<file path="src/rtl/serial_subtractor_if.sv">
// Start/done handshake bundle for the bit-serial subtractor.
// The master side supplies operands and start; the slave side returns
// status and the registered result.
interface serial_subtractor_if #(
  parameter int WIDTH = 8
);
  logic             start;
  logic [WIDTH-1:0] a;
  logic [WIDTH-1:0] b;
  logic             busy;
  logic             done;
  logic [WIDTH-1:0] d;
  logic             bo;
  logic             ov;

  modport master (
    output start, a, b,
    input  busy, done, d, bo, ov
  );

  modport slave (
    input  start, a, b,
    output busy, done, d, bo, ov
  );
endinterface

</file>
<file path="src/rtl/serial_subtractor.sv">
// Bit-serial unsigned subtractor d = a - b.
// A single full_subtractor cell is fed one bit pair per clock, LSB first;
// its borrow-out is registered and fed back as the next bit's borrow-in.
// Result, final borrow and signed overflow are published on a one-cycle
// done pulse and held until the next operation completes.

// One-bit full subtractor: d = a - b - bi, bo = borrow out.
module full_subtractor (
  input  logic a,
  input  logic b,
  input  logic bi,
  output logic d,
  output logic bo
);
  assign d  = a ^ b ^ bi;
  assign bo = (~a & b) | (~(a ^ b) & bi);
endmodule

module serial_subtractor #(
  parameter int WIDTH = 8
) (
  input  logic                clk,
  input  logic                rst,
  serial_subtractor_if.slave  bus
);
  localparam int CNT_W = $clog2(WIDTH);

  typedef enum logic [1:0] {
    IDLE  = 2'd0,
    SHIFT = 2'd1,
    DONE  = 2'd2
  } state_t;

  state_t           state_reg;
  state_t           state_next;

  // Operand shift registers: bit 0 is the bit currently fed to the cell.
  logic [WIDTH-1:0] a_sr_reg;
  logic [WIDTH-1:0] b_sr_reg;
  // Partial difference; the cell's current bit is prepended to form the
  // full-width value, so only WIDTH-1 bits need storing between cycles.
  logic [WIDTH-2:0] result_sr_reg;
  logic             borrow_reg;
  logic [CNT_W-1:0] count_reg;
  // Operand sign bits are kept aside because shifting consumes them.
  logic             a_msb_reg;
  logic             b_msb_reg;

  logic [WIDTH-1:0] d_reg;
  logic             bo_reg;
  logic             ov_reg;

  logic             cell_d;
  logic             cell_bo;
  logic             accept;
  logic             last_bit;
  logic [WIDTH-1:0] result_full;

  full_subtractor u_cell (
    .a  (a_sr_reg[0]),
    .b  (b_sr_reg[0]),
    .bi (borrow_reg),
    .d  (cell_d),
    .bo (cell_bo)
  );

  assign result_full = {cell_d, result_sr_reg};
  assign last_bit    = (count_reg == CNT_W'(WIDTH - 1));

  // Next-state logic and handshake outputs; operands are accepted only
  // when not busy, which also covers back-to-back starts from DONE.
  always_comb begin
    state_next = state_reg;
    accept     = 1'b0;
    bus.busy   = 1'b0;
    bus.done   = 1'b0;
    case (state_reg)
      IDLE: begin
        if (bus.start) begin
          accept     = 1'b1;
          state_next = SHIFT;
        end
      end
      SHIFT: begin
        bus.busy = 1'b1;
        if (last_bit) begin
          state_next = DONE;
        end
      end
      DONE: begin
        bus.done = 1'b1;
        if (bus.start) begin
          accept     = 1'b1;
          state_next = SHIFT;
        end else begin
          state_next = IDLE;
        end
      end
      default: begin
        state_next = IDLE;
      end
    endcase
  end

  // State register plus serial datapath; outputs load only on the last bit.
  always_ff @(posedge clk) begin
    if (rst) begin
      state_reg     <= IDLE;
      a_sr_reg      <= '0;
      b_sr_reg      <= '0;
      result_sr_reg <= '0;
      borrow_reg    <= 1'b0;
      count_reg     <= '0;
      a_msb_reg     <= 1'b0;
      b_msb_reg     <= 1'b0;
      d_reg         <= '0;
      bo_reg        <= 1'b0;
      ov_reg        <= 1'b0;
    end else begin
      state_reg <= state_next;
      if (accept) begin
        a_sr_reg      <= bus.a;
        b_sr_reg      <= bus.b;
        a_msb_reg     <= bus.a[WIDTH-1];
        b_msb_reg     <= bus.b[WIDTH-1];
        result_sr_reg <= '0;
        borrow_reg    <= 1'b0;
        count_reg     <= '0;
      end else if (state_reg == SHIFT) begin
        a_sr_reg      <= a_sr_reg >> 1;
        b_sr_reg      <= b_sr_reg >> 1;
        result_sr_reg <= result_full[WIDTH-1:1];
        borrow_reg    <= cell_bo;
        count_reg     <= count_reg + CNT_W'(1);
        if (last_bit) begin
          d_reg  <= result_full;
          bo_reg <= cell_bo;
          // Signed overflow: operand signs differ and result sign left a's.
          ov_reg <= (a_msb_reg != b_msb_reg) && (cell_d != a_msb_reg);
        end
      end
    end
  end

  assign bus.d  = d_reg;
  assign bus.bo = bo_reg;
  assign bus.ov = ov_reg;
endmodule

</file>
<file path="src/flat_wrapper.sv">
// flat-port wrapper written by rule: the top's interface ports become plain ports
module serial_subtractor_flat 
#(
  parameter int WIDTH = 8
)
  (clk, rst, bus_start, bus_a, bus_b, bus_busy, bus_done, bus_d, bus_bo, bus_ov);
  serial_subtractor_if #(.WIDTH(WIDTH)) bus_i ();
  input  logic clk;
  input  logic rst;
  input wire logic [$bits(bus_i.start)-1:0] bus_start;
  input wire logic [$bits(bus_i.a)-1:0] bus_a;
  input wire logic [$bits(bus_i.b)-1:0] bus_b;
  output wire logic [$bits(bus_i.busy)-1:0] bus_busy;
  output wire logic [$bits(bus_i.done)-1:0] bus_done;
  output wire logic [$bits(bus_i.d)-1:0] bus_d;
  output wire logic [$bits(bus_i.bo)-1:0] bus_bo;
  output wire logic [$bits(bus_i.ov)-1:0] bus_ov;
  assign bus_i.start = bus_start;
  assign bus_i.a = bus_a;
  assign bus_i.b = bus_b;
  assign bus_busy = bus_i.busy;
  assign bus_done = bus_i.done;
  assign bus_d = bus_i.d;
  assign bus_bo = bus_i.bo;
  assign bus_ov = bus_i.ov;
  serial_subtractor #(.WIDTH(WIDTH)) u_core (.clk(clk), .rst(rst), .bus(bus_i));
endmodule
</file>
<file path="config.mk">
export PLATFORM = sky130hd
export DESIGN_NAME = serial_subtractor_flat
export DESIGN_NICKNAME = d
export VERILOG_FILES = /design/src/rtl/serial_subtractor_if.sv /design/src/rtl/serial_subtractor.sv /design/src/flat_wrapper.sv
export SDC_FILE = /design/constraint.sdc
export NUM_CORES = 1
export LEC_CHECK = 0
export CAP_MARGIN = 10
export CORE_ASPECT_RATIO = 1.2
export CORE_MARGIN = 4
export CORE_UTILIZATION = 50
export DETAILED_ROUTE_END_ITERATION = 12
export GPL_ROUTABILITY_DRIVEN = 0
export GPL_TIMING_DRIVEN = 1
export HOLD_SLACK_MARGIN = 0.08
export PLACE_DENSITY = 0.8
export SYNTH_ARGS = -nofsm -noshare
export SYNTH_HDL_FRONTEND = slang
export SYNTH_SLANG_ARGS = --single-unit
export TNS_END_PERCENT = 10
</file>
<file path="constraint.sdc">
create_clock -name clk -period 1.9 [get_ports clk]
set_input_delay 0.285 -clock clk [delete_from_list [all_inputs] [get_ports clk]]
set_output_delay 0.285 -clock clk [all_outputs]
set_load 0.005 [all_outputs]
</file>
==> run metrics, run 1 <==
Finished Layout Cells 251; clock network fraction of total power a little under 30%; Die Y 69.5 um; Seq pwr share 57.1%; initial antenna violation count 0; register area share after synthesis 52.1%; Tcrit/Tclk final about nine tenths; Netlist cell types 25; ANT cells 0; Post-synth EDFFs 0; VDD IR-drop max 626 uV; Starting Density 51.6%; Cell Rows 22; Port Buffer Count 30; R2R setup slack 460 ps; CP Buf/Inv Count 2; maximum clock frequency 573 MHz; Hold Crit Class flip-flop to flip-flop; post-route ant nets 0; final setup vio count 0; final WL 3.51 mm; Yosys top cell area share 52.1%; # hold bufs at CTS 0; RSZ-0062 raised after global routing no; layout cells sized above 1 6.98%; Power, Total 1.62 mW; io pins 31; critical path depth in cells 3; ys async rst share 0%; Avg Synthesized Cell Area 8.52 sq um; Synth area leader dfxtp_1; Post-Syn Area 1580 sq um; Die X 59.3 um; CP max stage delay 490 ps; Final Core Density 64.0%; die area 4120 sq um; CTS tree yes; GRT Total Usage 18.7%; crit path cell chain nand2b_1 > inv_4 > clkdlybuf4s50_1; Gates resized, CTS repair 0; Worst R2R Start u_core.count_reg[0]; Post-Synthesis Cells 185; Combinational Power Share 13.0%; Syn Nets 207; Worst Max-Slew Pin Slew 449 ps; Leakage 0.684 nW; setup_tns 0 ps; largest net degree at the start of global routing 31; most frequent cell after synthesis dfxtp_1; final-report hold violation count 0; Setup crit start kind flip-flop; crit path DAT 1460 ps; WP data required 1620 ps; clock root buffer clkbuf_4; status completed; Period minus WS final between 1500 and 2000 ps; Max Slew Vio Count 0; vias post-DR 1,375; residual DRC count 0; switching share of power 25.0%; Post-CTS Setup Inserts 0; first-pass GRT wire length 6.00 mm; H-tree depth 2; clock buffer depth 2; CP endpoint kind output pin; clock insertion delay at the later pin of the skew report 340 ps; Setup CP Type flip-flop to output pin; final net count 236; Power Dens Cells slightly above 800 nW/um^2; HPWL after DPL 2.37 mm; CP delay by family, top buffers and inverters; Core ar. 3060 sq um; Register-to-Register Path Depth 5; Fillers 272; vias in the first global route 1,359; top post-synthesis cells by count dfxtp_1 (41), nand2_1 (40), a21oi_1 (25), nor3_1 (20), o22ai_1 (10); synth-to-layout area growth 24.0%; Worst R2R End u_core.bus.bo; slowest CP cell clkdlybuf4s50_1; via density per instance 5.48; max cap viols 0; Slew HR approximately 70%; crit path to bus_busy; Iter 0 DRT Violations between 90 and 100; Synth Flop Type dfxtp_1; clock skew 6.43 ps; Max FO, Critical Path 6; switching power total 405 uW; GRT Residual Overflow 0; clock buffer count from CTS 5; WL per Instance approximately 14 um; synth warn 0; Cells after DPL 243; Synth Register Bits 41; synth top area cells dfxtp_1 (52%), nand2_1 (9.5%), a21oi_1 (7.9%); Setup crit start u_core.state_reg[0]; cell-internal power between 1 and 1.5 mW; # clock sinks 41; clock slew at reported path FFs approximately 110 ps; DR pass1 iterations 4
per-stage QoR:
stage | hold WS (ps) | setup slack (ps) | area (sq um)
floorplan | 432 | 600 | 1580
global placement | 448 | 452 | 1890
detailed placement | 451 | 448 | 1890
CTS | 471 | 132 | 1960
global route | 490 | 38.7 | 1960
finish | 467 | 155 | 1960
kinds of logic after synthesis:
| kind of cell | synth area share [%] |
|---|---|
| simple gates | 22.9 |
| buf+inv | 5.56 |
| compound gates | 16.1 |
| flops | 52.1 |
| xor+xnor | 0.556 |
| fa+ha+maj | 2.86 |
cell type report:
| class | count | area [sq um] | share of cell area (%) |
|---|---|---|---|
| flip-flops and latches | 41 | 821 | 42.0 |
| multi-input cells | 128 | 668 | 34.2 |
| repair buffers | 35 | 338 | 17.3 |
| clock buffers | 7 | 65.1 | 3.33 |
| well taps | 36 | 45.0 | 2.30 |
| inverters | 3 | 13.8 | 0.704 |
| clock inverters | 1 | 5.00 | 0.256 |
routing by layer:
layer / GRT usage (%) / vias up / part of all wire (%)
met5: 0 / - / 0
met2: 29.0 / 42 / 49
met4: 6.80 / 0 / 2.7
met1: 23.1 / 628 / 43
li1: - / 694 / -
met3: 7.08 / 11 / 5.6
worst register-to-register path, stage by stage, from the launching register on:
cell and delay [ps]:
dfxtp_1 370, ha_1 160, ha_1 180, and3b_1 390, nor2_1 80, a211oi_1 200
cell usage in the layout (no fill, tap or decap), types with 3 or more instances in the layout:
| cell type | instances |
|---|---|
| buf_4 | 5 |
| nand3_1 | 5 |
| dfxtp_1 | 41 |
| a22oi_1 | 3 |
| nand2b_1 | 3 |
| clkbuf_4 | 5 |
| nand2_1 | 40 |
| clkdlybuf4s50_1 | 30 |
| nor3_1 | 20 |
| a21oi_1 | 25 |
| nor2_1 | 8 |
| o22ai_1 | 10 |
power by group through the flow:
stage,sequential [mW],clock [mW],combinational (mW)
after global routing,0.929,0.530,0.234
after global placement,0.941,0,0.203
final,0.924,0.483,0.211
after floorplan,0.936,0,0.144
after detailed placement,0.943,0,0.208
after CTS,0.924,0.496,0.211
worst min path at each step:
| stage | to | slack, ps | depth (start not counted) | startpoint |
|---|---|---|---|---|
| global placement | u_core.count_reg[1] | 450 | 2 | u_core.count_reg[1] |
| floorplan | u_core.bus.d[0] | 430 | 2 | u_core.result_sr_reg[0] |
| global route | u_core.bus.d[0] | 490 | 2 | u_core.bus.d[0] |
| detailed placement | u_core.bus.d[6] | 450 | 2 | u_core.bus.d[6] |
| CTS | u_core.result_sr_reg[0] | 470 | 2 | u_core.result_sr_reg[0] |
| finish | u_core.result_sr_reg[0] | 470 | 2 | u_core.result_sr_reg[0] |
Power figures use the tool's default switching activity.
==> inputs of run 2 (changes only) <==
--- a/config.mk
+++ b/config.mk
@@ -5,16 +5,18 @@
 export SDC_FILE = /design/constraint.sdc
 export NUM_CORES = 1
 export LEC_CHECK = 0
+export ABC_CLOCK_PERIOD_IN_PS = 1900
 export CAP_MARGIN = 10
 export CORE_ASPECT_RATIO = 1.2
-export CORE_MARGIN = 4
+export CORE_MARGIN = 2
 export CORE_UTILIZATION = 50
 export DETAILED_ROUTE_END_ITERATION = 12
 export GPL_ROUTABILITY_DRIVEN = 0
 export GPL_TIMING_DRIVEN = 1
 export HOLD_SLACK_MARGIN = 0.08
-export PLACE_DENSITY = 0.8
+export PLACE_DENSITY = 0.79
 export SYNTH_ARGS = -nofsm -noshare
 export SYNTH_HDL_FRONTEND = slang
+export SYNTH_HIERARCHICAL = 1
 export SYNTH_SLANG_ARGS = --single-unit
 export TNS_END_PERCENT = 10
==> run metrics, run 2 <==
status completed (unchanged); Synth area leader dfxtp_1 (unchanged); # clock sinks 41 (unchanged); Slew HR 68.1% (was 70.1%); Tcrit/Tclk final 92.2% (was 91.9%); maximum clock frequency 571 MHz (was 573 MHz); Cells after DPL 246 (was 243); Netlist cell types 26 (was 25); Finished Cell Area 1970 sq um (was 1960 sq um); Post-synth EDFFs 0 (unchanged); die area 3750 sq um (was 4120 sq um); most frequent cells in the layout dfxtp_1 (41), nand2_1 (38), clkdlybuf4s50_1 (30) (was dfxtp_1 (41), nand2_1 (40), clkdlybuf4s50_1 (30)); via density per instance 5.59 (was 5.48); Power, Total 1.56 mW (was 1.62 mW); HPWL after DPL 2.34 mm (was 2.37 mm); initial antenna violation count 0 (unchanged); Power Dens Cells 791 nW/um^2 (was 827 nW/um^2); CP endpoint kind output pin (unchanged); Simple-Gate Fraction of Synth Area 22.8% (was 22.9%); clock buffer depth 2 (unchanged); Iter 0 DRT Violations 44 (was 99); largest family of logic cells by synthesized area simple AND/OR/NAND/NOR gates (unchanged); Cell Rows 22 (unchanged); Port Buffer Count 30 (unchanged); ANT cells 0 (unchanged); clock root buffer clkbuf_4 (unchanged); register area share after synthesis 50.2% (was 52.1%); RSZ-0062 raised after global routing no (unchanged); GRT Total Usage 19.8% (was 18.7%); commonest non-fill, non-tap cell in the layout dfxtp_1 (unchanged); synth-to-layout area growth 20.3% (was 24.0%); mux cell area share after synthesis 0.612% (was 0%); complex-gate fraction of the synthesized area 14.8% (was 16.1%); synth warn 6 (was 0); CP Buf/Inv Count 2 (unchanged); crit path DAT 1470 ps (was 1460 ps); layout cells sized above 1 6.45% (was 6.98%); clock skew 5.42 ps (was 6.43 ps); clock buffer count from CTS 5 (unchanged); final worst slack 148 ps (was 155 ps); io pins 31 (unchanged); Leakage 0.693 nW (was 0.684 nW); setup_tns 0 ps (unchanged); Synth Area in Adders 2.75% (was 2.86%); Max FO, Critical Path 13 (was 6); final-report hold violation count 0 (unchanged); switching power total 386 uW (was 405 uW); Synth Flop Type dfxtp_1 (unchanged); Post-Syn Area 1640 sq um (was 1580 sq um); post-route ant nets 0 (unchanged); final WL 3.35 mm (was 3.51 mm); Max Slew Vio Count 0 (unchanged); cell-internal power 1.17 mW (was 1.21 mW); Yosys top cell area share 50.2% (was 52.1%); slowest CP cell clkdlybuf4s50_1 (unchanged); Setup crit start kind flip-flop (unchanged); Multi-input gate area 687 sq um (was 668 sq um); clock network fraction of total power 27.3% (was 29.8%); H-tree depth 2 (unchanged); clock insertion delay at the later pin of the skew report 340 ps (about the same); max cap viols 0 (unchanged); first-pass GRT wire length 5.78 mm (was 6.00 mm); Post-Place Cell Area 1910 sq um (was 1890 sq um); Synth Area in XOR/XNOR 0.535% (was 0.556%); Die X 56.2 um (was 59.3 um); Final Core Density 63.8% (was 64.0%); largest net degree at the start of global routing 28 (was 31); Combinational Power Share 13.5% (was 13.0%); most frequent cell after synthesis dfxtp_1 (unchanged); Fillers 268 (was 272); CP max stage delay 500 ps (was 490 ps); GRT Residual Overflow 0 (unchanged); Post-Synthesis Cells 190 (was 185); residual DRC count 0 (unchanged); crit path cell chain nand2b_4 > inv_8 > clkdlybuf4s50_1 (was nand2b_1 > inv_4 > clkdlybuf4s50_1); Post-CTS Setup Inserts 0 (unchanged); DR pass1 iterations 4 (unchanged); Period minus WS final 1750 ps (about the same); CTS tree yes (unchanged); CP delay by family, top buffers and inverters (unchanged); ys async rst share 0% (unchanged); final setup vio count 0 (unchanged); switching share of power 24.8% (was 25.0%); Avg Synthesized Cell Area 8.61 sq um (was 8.52 sq um); Hold WS 463 ps (was 467 ps); clock slew at reported path FFs 110 ps (about the same); WP data required 1620 ps (about the same); top post-synthesis cells by count dfxtp_1 (41), nand2_1 (38), a21oi_1 (26), nor3_1 (18), nand3_1 (12) (was dfxtp_1 (41), nand2_1 (40), a21oi_1 (25), nor3_1 (20), o22ai_1 (10)); Seq pwr share 59.3% (was 57.1%); Syn Nets 212 (was 207); Die Y 66.7 um (was 69.5 um); WL per Instance 13.2 um (was 14.0 um); Worst Max-Slew Pin Slew 477 ps (was 449 ps); vias post-DR 1,414 (was 1,375); Setup WS pre-CTS 228 ps (was 448 ps); vias in the first global route 1,291 (was 1,359); Finished Layout Cells 253 (was 251); VDD IR-drop max 682 uV (was 626 uV); synth top area cells dfxtp_1 (50%), nand2_1 (8.7%), a21oi_1 (8.0%) (was dfxtp_1 (52%), nand2_1 (9.5%), a21oi_1 (7.9%)); Core ar. 3080 sq um (was 3060 sq um); Seq. cell area 821 sq um (unchanged); Setup CP Type flip-flop to output pin (unchanged); Starting Density 53.1% (was 51.6%); final net count 239 (was 236); Synth Register Bits 41 (unchanged); Hold Crit Class flip-flop to flip-flop (unchanged)
[run 2: layout make-up]
cell class	instances	share of cell area, %
Sequential cell	41	41.7
Multi-Input combinational cell	130	34.9
Timing Repair Buffer	35	17.2
Clock buffer	7	2.80
Tap cell	36	2.29
Inverter	4	1.14
[run 2: kinds of logic (layout without fill, tap and decap cells)]
| logic type | Yosys count | after routing |
|---|---|---|
| buf+inv | 19 | 46 |
| flops | 41 | 41 |
| compound gates | 42 | 42 |
| xor+xnor | 1 | 1 |
| mux | 1 | 1 |
| fa+ha+maj | 3 | 3 |
| simple gates | 83 | 83 |
[run 2: metal layers]
metal / up-vias / track usage (%) / wire length (um)
li1: 705 / - / -
met1: 653 / 24.8 / 1420
met2: 49 / 32.2 / 1650
met3: 7 / 5.63 / 203
met4: 0 / 8.04 / 66
met5: - / 0 / 0
[run 2: what timing repair did]
item                                    CTS  global route
hold endpoints to repair                  0             0
hold buffers                              0             0
resized for setup                         0             1
endpoints found under the setup margin    0             1
[run 2: final timing paths]
check                                          from              end  slack, ps  depth (start not counted)
worst max-delay path            u_core/state_reg[0]         bus_busy        150                          3
worst min-delay path                u_core/bus.d[2]  u_core/bus.d[2]        460                          2
worst max register to register  u_core/count_reg[0]    u_core/bus.ov        380                          5
worst min register to register      u_core/bus.d[2]  u_core/bus.d[2]        460                          2
[run 2: power by group through the flow]
| stage | logic [mW] | clock network, mW | registers, mW |
|---|---|---|---|
| 3_3_place_gp | 0.201 | 0 | 0.938 |
| 2_1_floorplan | 0.158 | 0 | 0.935 |
| 5_1_grt | 0.231 | 0.479 | 0.927 |
| 4_1_cts | 0.208 | 0.443 | 0.921 |
| 3_5_place_dp | 0.206 | 0 | 0.940 |
| 6_report | 0.209 | 0.425 | 0.922 |
[run 2: worst reg2reg max path, cell delays in order (launching register included)]
cell and delay, ps:
dfxtp_1 380, ha_1 160, ha_1 180, nand3b_1 360, a21oi_1 250, a211oi_1 90
==> inputs of run 3 (changes only) <==
--- a/config.mk
+++ b/config.mk
@@ -9,12 +9,12 @@
 export CAP_MARGIN = 10
 export CORE_ASPECT_RATIO = 1.2
 export CORE_MARGIN = 2
-export CORE_UTILIZATION = 50
+export CORE_UTILIZATION = 25
 export DETAILED_ROUTE_END_ITERATION = 12
 export GPL_ROUTABILITY_DRIVEN = 0
 export GPL_TIMING_DRIVEN = 1
 export HOLD_SLACK_MARGIN = 0.08
-export PLACE_DENSITY = 0.79
+export PLACE_DENSITY = 0.46
 export SYNTH_ARGS = -nofsm -noshare
 export SYNTH_HDL_FRONTEND = slang
 export SYNTH_HIERARCHICAL = 1
==> run metrics, run 3 (synthesis results as in run 2) <==
Die Y 92.6 um (was 66.7 um); Iter 0 DRT Violations 46 (was 44); crit path DAT 1500 ps (was 1470 ps); crit path cell chain nand2b_1 > inv_8 > clkdlybuf4s50_1 (was nand2b_4 > inv_8 > clkdlybuf4s50_1); vias in the first global route 1,347 (was 1,291); Leakage 0.710 nW (was 0.693 nW); setup_tns 0 ps (unchanged); Hold Crit Class flip-flop to flip-flop (unchanged); die area 7210 sq um (was 3750 sq um); VDD IR-drop max 413 uV (was 682 uV); R2R setup slack 380 ps (about the same); synth-to-layout area growth 25.7% (was 20.3%); Period minus WS final 1780 ps (was 1750 ps); Max Slew Vio Count 0 (unchanged); CP endpoint kind output pin (unchanged); Final Core Density 32.3% (was 63.8%); Setup crit start kind flip-flop (unchanged); Finished Cell Area 2060 sq um (was 1970 sq um); post-route ant nets 0 (unchanged); GRT Total Usage 11.4% (was 19.8%); Port Buffer Count 30 (unchanged); critical path depth in cells 3 (unchanged); final WL 3.87 mm (was 3.35 mm); Cell Rows 32 (was 22); CP max stage delay 510 ps (was 500 ps); Die X 77.9 um (was 56.2 um); io pins 31 (unchanged); HPWL after DPL 2.44 mm (was 2.34 mm); Hold WS 455 ps (was 463 ps); Worst R2R Start u_core/count_reg[0] (unchanged); Power Dens Cells 819 nW/um^2 (was 791 nW/um^2); DR pass1 iterations 4 (unchanged); clock skew 5.20 ps (was 5.42 ps); CP delay by family, top buffers and inverters (unchanged); switching power total 435 uW (was 386 uW); Setup CP Type flip-flop to output pin (unchanged); WL per Instance 12.7 um (was 13.2 um); largest net degree at the start of global routing 28 (unchanged); Starting Density 25.7% (was 53.1%); final setup vio count 0 (unchanged); clock insertion delay at the later pin of the skew report 290 ps (was 340 ps); RSZ-0062 raised after global routing no (unchanged); Combinational Power Share 12.7% (was 13.5%); Post-Place Cell Area 1970 sq um (was 1910 sq um); Setup crit start u_core/state_reg[0] (unchanged); CTS tree yes (unchanged); residual DRC count 0 (unchanged); Core ar. 6370 sq um (was 3080 sq um); first-pass GRT wire length 6.50 mm (was 5.78 mm); H-tree depth 2 (unchanged); # hold bufs at CTS 0 (unchanged); Worst Max-Slew Pin Slew 520 ps (was 477 ps); Max FO, Critical Path 17 (was 13); commonest non-fill, non-tap cell in the layout dfxtp_1 (unchanged); initial antenna violation count 0 (unchanged); Power, Total 1.68 mW (was 1.56 mW); CP Buf/Inv Count 2 (unchanged); slowest CP cell clkdlybuf4s50_1 (unchanged); via density per instance 4.52 (was 5.59); Worst R2R End u_core/bus.ov (unchanged); Seq pwr share 54.7% (was 59.3%); most frequent cells in the layout dfxtp_1 (41), nand2_1 (38), clkdlybuf4s50_1 (30) (unchanged); maximum clock frequency 561 MHz (was 571 MHz); vias post-DR 1,375 (was 1,414); clock slew at reported path FFs 80 ps (was 110 ps); Post-CTS Setup Inserts 0 (unchanged); GRT Residual Overflow 0 (unchanged); clock buffer count from CTS 5 (unchanged); switching share of power 25.8% (was 24.8%); ANT cells 0 (unchanged); status completed (unchanged); layout cells sized above 1 6.85% (was 6.45%); Register-to-Register Path Depth 5 (unchanged); Tcrit/Tclk final 93.9% (was 92.2%); clock root buffer clkbuf_8 (was clkbuf_4); Gates resized, CTS repair 0 (unchanged); WP data required 1620 ps (about the same); final-report hold violation count 0 (unchanged); clock network fraction of total power 32.6% (was 27.3%); max cap viols 0 (unchanged); cell-internal power 1.25 mW (was 1.17 mW); # clock sinks 41 (unchanged); clock buffer depth 2 (unchanged); Slew HR 65.3% (was 68.1%); final net count 240 (was 239); crit path to bus_busy (unchanged)
[run 3: cell count changes in the layout (fill, tap and decap cells not counted)]
| cell | delta |
|---|---|
| clkbuf_4 | -5 |
| clkbuf_8 | +4 |
| clkinv_2 | +2 |
| buf_4 | +1 |
| nand2b_1 | +1 |
| nand2b_4 | -1 |
[run 3: metal layers]
layer | vias up | wire (um) | GRT usage, %
met2 | 31 | 1760 | 18.0
met3 | 6 | 157 | 2.53
met1 | 633 | 1900 | 15.1
met5 | - | 0 | 0
li1 | 705 | - | -
met4 | 0 | 50 | 4.46
[run 3: layout make-up]
cell class / count / area, sq um
flip-flops and latches: 41 / 821
clock inverters: 2 / 10.0
inverters: 4 / 22.5
well taps: 85 / 106
clock buffers: 6 / 72.6
repair buffers: 36 / 345
fillers: 696 / 4310
multi-input cells: 130 / 679
[run 3: worst min path at each step]
stage,depth (start not counted),startpoint,end
2_1_floorplan,2,u_core/borrow_reg,u_core/borrow_reg
3_3_place_gp,2,u_core/borrow_reg,u_core/borrow_reg
3_5_place_dp,2,u_core/borrow_reg,u_core/borrow_reg
4_1_cts,2,u_core/borrow_reg,u_core/borrow_reg
5_1_grt,2,u_core/count_reg[1],u_core/count_reg[1]
6_report,2,u_core/borrow_reg,u_core/borrow_reg
[run 3: power groups by stage]
stage               sequential (mW)  combinational [mW]  clock [mW]
floorplan                     0.935               0.158           0
global placement              0.941               0.216           0
detailed placement            0.941               0.215           0
CTS                           0.921               0.216       0.582
global route                  0.927               0.244       0.605
finish                        0.921               0.214       0.549
[run 3: worst min-delay path, cell delays in order (launching register included)]
cell     delay [ps]
dfxtp_1         310
nand2_1          50
a21oi_1          50
[run 3: through the flow]
| step | std cells | worst slack [ps] |
|---|---|---|
| 6_report | 304 | 116 |
| 2_1_floorplan | 190 | 598 |
| 5_1_grt | 304 | 21.9 |
| 4_1_cts | 304 | 90.2 |
| 3_3_place_gp | 296 | 342 |
| 3_5_place_dp | 296 | 342 |
